File: src/rtl/branch_cond_sequencer.sv
// Branch-condition sequencer: IDLE->ISSUE->WAIT->RESOLVE, br_done 2 cycles after accept at best, ALU timeout aborts.
// No queueing: br_req is only sampled in IDLE. Optional BRANCH_STATS_EN adds saturating taken/not-taken counters.
module branch_cond_sequencer #(
  parameter int TIMEOUT_CYCLES = 8,
  parameter int CNT_W          = 8,
  parameter int STAT_W         = 16
) (
  input  logic              i_clock,
  input  logic              i_reset,
  input  logic              i_br_req,
  input  logic [1:0]        i_br_type,
  output logic              o_alu_start,
  input  logic              i_alu_done,
  input  logic              i_zero_flag,
  input  logic              i_gt_flag,
  input  logic              i_lt_flag,
  input  logic              i_eq_flag,
  output logic [1:0]        o_cond_sel,
  output logic              o_pc_write_cond,
  output logic              o_br_done,
  output logic              o_br_taken,
  output logic              o_br_err,
`ifdef BRANCH_STATS_EN
  output logic [STAT_W-1:0] o_stat_taken,
  output logic [STAT_W-1:0] o_stat_not_taken,
`endif
  output logic              o_busy
);

  typedef enum logic [1:0] {
    S_IDLE    = 2'b00,
    S_ISSUE   = 2'b01,
    S_WAIT    = 2'b10,
    S_RESOLVE = 2'b11
  } state_t;

  if (TIMEOUT_CYCLES < 1 || TIMEOUT_CYCLES > 255 ||
      TIMEOUT_CYCLES >= (1 << CNT_W) || STAT_W < 1) begin : g_bad_param
    $error("branch_cond_sequencer: illegal parameter combination");
  end

  state_t           r_state;
  state_t           w_next_state;
  logic [CNT_W-1:0] r_cnt;
  logic [1:0]       r_type;
  logic             r_zero;
  logic             r_gt;
  logic             r_lt;
  logic             r_eq;
  logic             r_err;
  logic             w_latch_flags;
  logic             w_timeout;
  logic             w_cond;

  always_comb begin
    w_next_state  = r_state;
    w_latch_flags = 1'b0;
    w_timeout     = 1'b0;
    case (r_state)
      S_IDLE: begin
        if (i_br_req) w_next_state = S_ISSUE;
      end
      S_ISSUE: begin
        if (i_alu_done) begin
          w_latch_flags = 1'b1;
          w_next_state  = S_RESOLVE;
        end else begin
          w_next_state  = S_WAIT;
        end
      end
      S_WAIT: begin
        // alu_done in the final allowed cycle takes priority over the timeout
        if (i_alu_done) begin
          w_latch_flags = 1'b1;
          w_next_state  = S_RESOLVE;
        end else if (r_cnt == CNT_W'(TIMEOUT_CYCLES - 1)) begin
          w_timeout     = 1'b1;
          w_next_state  = S_RESOLVE;
        end
      end
      S_RESOLVE: begin
        w_next_state = S_IDLE;
      end
      default: begin
        w_next_state = S_IDLE;
      end
    endcase
  end

  always_ff @(posedge i_clock) begin
    if (i_reset) begin
      r_state <= S_IDLE;
      r_cnt   <= '0;
      r_type  <= 2'b00;
      r_zero  <= 1'b0;
      r_gt    <= 1'b0;
      r_lt    <= 1'b0;
      r_eq    <= 1'b0;
      r_err   <= 1'b0;
    end else begin
      r_state <= w_next_state;
      if (r_state == S_IDLE && i_br_req) begin
        r_type <= i_br_type;
        r_err  <= 1'b0;
      end
      if (r_state == S_ISSUE) begin
        r_cnt <= '0;
      end else if (r_state == S_WAIT && !i_alu_done) begin
        r_cnt <= r_cnt + 1'b1;
      end
      if (w_latch_flags) begin
        r_zero <= i_zero_flag;
        r_gt   <= i_gt_flag;
        r_lt   <= i_lt_flag;
        r_eq   <= i_eq_flag;
      end
      if (w_timeout) r_err <= 1'b1;
    end
  end

  always_comb begin
    case (r_type)
      2'b00:   w_cond = ~r_zero;
      2'b01:   w_cond = r_zero;
      2'b10:   w_cond = r_gt;
      default: w_cond = r_lt | r_eq;
    endcase
  end

  assign o_alu_start     = (r_state == S_ISSUE);
  assign o_busy          = (r_state != S_IDLE);
  assign o_br_done       = (r_state == S_RESOLVE);
  assign o_br_err        = o_br_done & r_err;
  assign o_br_taken      = o_br_done & w_cond & ~r_err;
  assign o_pc_write_cond = o_br_taken;
  assign o_cond_sel      = r_type;

`ifdef BRANCH_STATS_EN
  logic [STAT_W-1:0] r_stat_taken;
  logic [STAT_W-1:0] r_stat_not_taken;

  always_ff @(posedge i_clock) begin
    if (i_reset) begin
      r_stat_taken     <= '0;
      r_stat_not_taken <= '0;
    end else if (o_br_done) begin
      if (o_br_taken) begin
        if (r_stat_taken != '1) r_stat_taken <= r_stat_taken + 1'b1;
      end else begin
        if (r_stat_not_taken != '1) r_stat_not_taken <= r_stat_not_taken + 1'b1;
      end
    end
  end

  assign o_stat_taken     = r_stat_taken;
  assign o_stat_not_taken = r_stat_not_taken;
`endif

endmodule
File: config.mk
export PLATFORM = sky130hd
export DESIGN_NAME = branch_cond_sequencer
export DESIGN_NICKNAME = d
export VERILOG_FILES = /design/src/rtl/branch_cond_sequencer.sv
export SDC_FILE = /design/constraint.sdc
export NUM_CORES = 1
export LEC_CHECK = 0
export CAP_MARGIN = 0
export CORE_MARGIN = 4
export CORE_UTILIZATION = 53
export CTS_CLUSTER_SIZE = 24
export DETAILED_ROUTE_END_ITERATION = 7
export GPL_ROUTABILITY_DRIVEN = 0
export PLACE_DENSITY = 0.85
export SYNTH_ARGS = -nofsm -noshare
export SYNTH_HDL_FRONTEND = slang
export SYNTH_SLANG_ARGS = --single-unit
File: constraint.sdc
create_clock -name i_clock -period 2.6 [get_ports i_clock]
set_input_delay 0.78 -clock i_clock [delete_from_list [all_inputs] [get_ports i_clock]]
set_output_delay 0.78 -clock i_clock [all_outputs]
set_load 0.02 [all_outputs]
Word-level counts from Yosys, hierarchy flattened --
Cells that the tools add are included.
Storage, ports and cells: register bits 17, output and inout bits 8
Operators by class: $add $sub $neg 1, equal/unequal tests 8, muxes and demuxes 13, bitwise gates (word level) 6, reductions and logical operators 10
Operators with widths (number):
- $add A8 B1 Y8 const B | 1
- $eq A8 B3 Y1 const B | 1
- $mux W1 | 8
- $pmux W2 S4 | 1
- $eq A2 B2 Y1 const B | 3
- $mux W2 | 3
- $eq A2 B1 Y1 const B | 2
- $logic_not A2 Y1 | 2
- $reduce_bool A2 Y1 | 2
- $reduce_or A2 Y1 | 2
- $and A1 B1 Y1 | 3
- $ne A3 B3 Y1 const B | 1
- $pmux W1 S3 | 1
- $logic_and A1 B1 Y1 | 2
- $ne A2 B2 Y1 const B | 1
- $not A1 Y1 | 2
- $reduce_and A2 Y1 | 1
- $logic_not A1 Y1 | 1
- $or A1 B1 Y1 | 1

Logic depth before layout (Yosys ltp) --
word-level depth 5, gate-level depth with buffers 7

Worst setup path after synthesis --
OpenSTA, ideal clock, no wires.
kind register -> output, from reg r_type[1] (netlist: o_cond_sel[1]), to out o_pc_write_cond, arrival 2.294 ns, required time 1.820 ns, setup slack -0.474 ns, stages on the path, launching flop included 5, path buffers 1, cells stage by stage dfxtp_1 -> mux2i_1 -> nor2_1 -> a2111oi_0 -> buf_4
On the way: longest elaborated chain between the ends 4
RTL lines:
- start: declaration | RTL line 45 | logic [1:0] r_type;
- start signal: assignment | RTL line 103 | r_type <= i_br_type;
- $eq A2 B2 Y1, or another cell as far along | RTL line 122 | case (r_type)
- $pmux W1 S3 (*) | RTL line 122
- $and A1 B1 Y1 (*) (2 in a row) | RTL line 134 | assign o_br_taken = o_br_done & w_cond & ~r_err;
- end: declaration | RTL line 19 | output logic o_pc_write_cond,
Every way passes the cells marked *; elsewhere a longest branch is shown, timed or not.

Worst setup path after layout --
from reg r_state[1], to out o_busy
On the way: longest elaborated chain between the ends 1
RTL lines:
- start: declaration | RTL line 42 | state_t r_state;
- start signal: assignment | RTL line 101 | r_state <= w_next_state;
- $reduce_bool A2 Y1 | RTL line 131 | assign o_busy = (r_state != S_IDLE);
- end: declaration | RTL line 27 | output logic o_busy
No other way between the ends.

==> metrics.csv <==
metric;value;unit
syn_to_final_growth;25.7;%
wl;1860;um
timing.final.ws_setup;96.7;ps
ant_nets;0;
routed-wl-met3;113;um
crit_path_start_kind;flip-flop;
final_cell_mix;dfxtp_1 (17), clkdlybuf4s50_1 (15), nand2_1 (14);
overflow;0;
synthCells;102;
grt_first_pass_wirelength;3020;um
drive_above_1_share;11.5;%
crit_arrival;1720;ps
numPortBuffers;17;
hold_violations;0;
finalPower;0.888;mW
drc;0;
finClkSkew;5.21;ps
viasPerCell;5.40;
max_freq;399;MHz
period_share;96.3;%
ir_worst_vdd;0.552;mV
path_delay_family;buffers and inverters;
htree_levels;1;
track_usage;15.9;%
io_pins;18;
rsz0062_at_grt;yes;
dpl.cell_count;134;
finalSetupViolations;0;
synthesis.nets;118;
crit_top_cell;inv_1;
cts_tree;yes;
grt_start_max_net_pins;11;
post-cts-setup-buffers;0;
cts_root_buf;clkbuf_4;
clk_latency;300;ps
required;1820;ps
power_density;806;nW/um^2
clock_sinks;17;
hold_path_class;flip-flop to flip-flop;
met2_length;949;um
clk_pin_slew;100;ps
clock_path_buffers;2;
crit_buf_inv;3;
synth_area;877;um^2
route.top_layer_used;met4;
final_area;1100;um^2
placed_area;1080;um^2
start_util;56.9;%
antenna_cells;0;
cp-end-kind;primary output;
drt-initial-drc-count;16;
place_hpwl;1440;um
vias;745;
maxSlewHeadroom;78.9;%
max_stage_delay;590;ps
dp_slack;118;ps
ys_warn_count;0;
numCtsBuffers;3;
dieArea;2370;um^2
final_cells;138;
wl_met1;782;um
worstSetupPathType;flip-flop to primary output;
final_common_cell;dfxtp_1;
outcome;finished clean;
worst_path_max_delay_cell;clkdlybuf4s50_1;
drv_slew;0;
die_width;48.7;um
ys_ff_latch;17;
dr.pass1.iters;4;
first_global_vias;730;
cp_cell_sequence;inv_1 -> ha_1 -> inv_1 -> clkdlybuf4s50_1;
leakage;0.431;nW
wire_per_inst;13.5;um
antenna_found_initial;0;
syn_area_per_cell;8.60;um^2
ys_types;30;
max_cap_viol_count;0;
fin_nets;139;
die_height;48.7;um
seq_area_frac_synth;38.8;%
core-area;1540;um^2
tightest_slew;308;ps
rows;14;
critPathMaxFanout;6;
period_minus_slack;2500;ps
sequential cells by signal, summed over array words and instances, names as in the netlist:
register	cells
r_eq	1
r_lt	1
r_zero	1
r_state	2
r_err	1
r_gt	1
r_cnt	8
o_cond_sel	2
area by class of cell:
type	instances	area, um^2
clock buffer	3	22.5
clock inverter	1	5.00
fill	125	439
inverter	5	18.8
multi-input combinational	76	504
sequential	17	340
tap	16	20.0
timing repair buffer	20	191
per-layer routing:
metal,GRT usage [%],vias up
li1,-,388
met5,0,-
met1,16.6,334
met2,28.3,21
met3,5.21,2
met4,7.62,0
kinds of logic after synthesis:
family,share of synthesized area [%]
flip-flops,38.8
buffers and inverters,4.42
AND/OR/NAND/NOR,28.4
AO/OA/AOI/OAI,11.7
XOR/XNOR,6.99
adder cells (fa/ha/maj),8.56
multiplexers,1.14
power breakdown:
| part | leakage [nW] | internal (mW) | switching (mW) |
|---|---|---|---|
| clock network | 0.0177 | 0.0573 | 0.0867 |
| logic | 0.275 | 0.183 | 0.229 |
| registers | 0.138 | 0.298 | 0.0340 |
| total | 0.431 | 0.538 | 0.350 |
synth_stat cells (all sizes together):
master	instances	area share (%)
dfxtp	17	39
nand2	14	6.0
nor2	10	4.3
a21oi	8	4.6
ha	6	8.6
nand3	6	3.4
xor2	6	6.0
inv	5	2.1
nand4	4	2.9
a2111oi	2	2.0
and3	2	1.6
buf	2	1.4
clkbuf	2	0.86
nand2b	2	1.4
nor2b	2	1.4
o21ai	2	1.1
a211oi	1	0.86
a22oi	1	0.86
and2	1	0.71
and2b	1	1.0
mux2i	1	1.1
nand3b	1	2.3
nor4	1	1.4
o221ai	1	1.0
o41a	1	1.3
or2	1	0.71
or3	1	1.3
xnor2	1	1.0
per-stage QoR:
stage                     hold WS, ps  util, %  setup TNS, ps
after global placement            446     69.8              0
final                             467     71.5              0
after detailed placement          456     69.8              0
after global routing              487     71.5          -9.08
after CTS                         470     71.4              0
after floorplan                   436        -              0
worst register-to-register path: stages (launching register included):
cell and delay (ps):
dfxtp_1 410, inv_1 110, ha_1 250, nor2b_1 160
a2111oi_0 340, and2b_2 200, a211oi_1 40
timing repair:
action                                  in CTS  in global routing
endpoints found under the setup margin       2                  2
hold buffers                                 0                  0
gates resized for setup                      2                  3
endpoints found under the hold margin        0                  0
final timing paths:
| check | startpoint | endpoint | slack [ps] | cells past startpoint |
|---|---|---|---|---|
| worst min-delay path | r_lt | r_lt | 470 | 2 |
| worst max register to register | r_state[1] | r_state[0] | 980 | 6 |
| worst min register to register | r_lt | r_lt | 470 | 2 |
| worst max-delay path | r_state[1] | o_busy | 100 | 4 |
No activity file was read; power rests on OpenSTA's default activity.
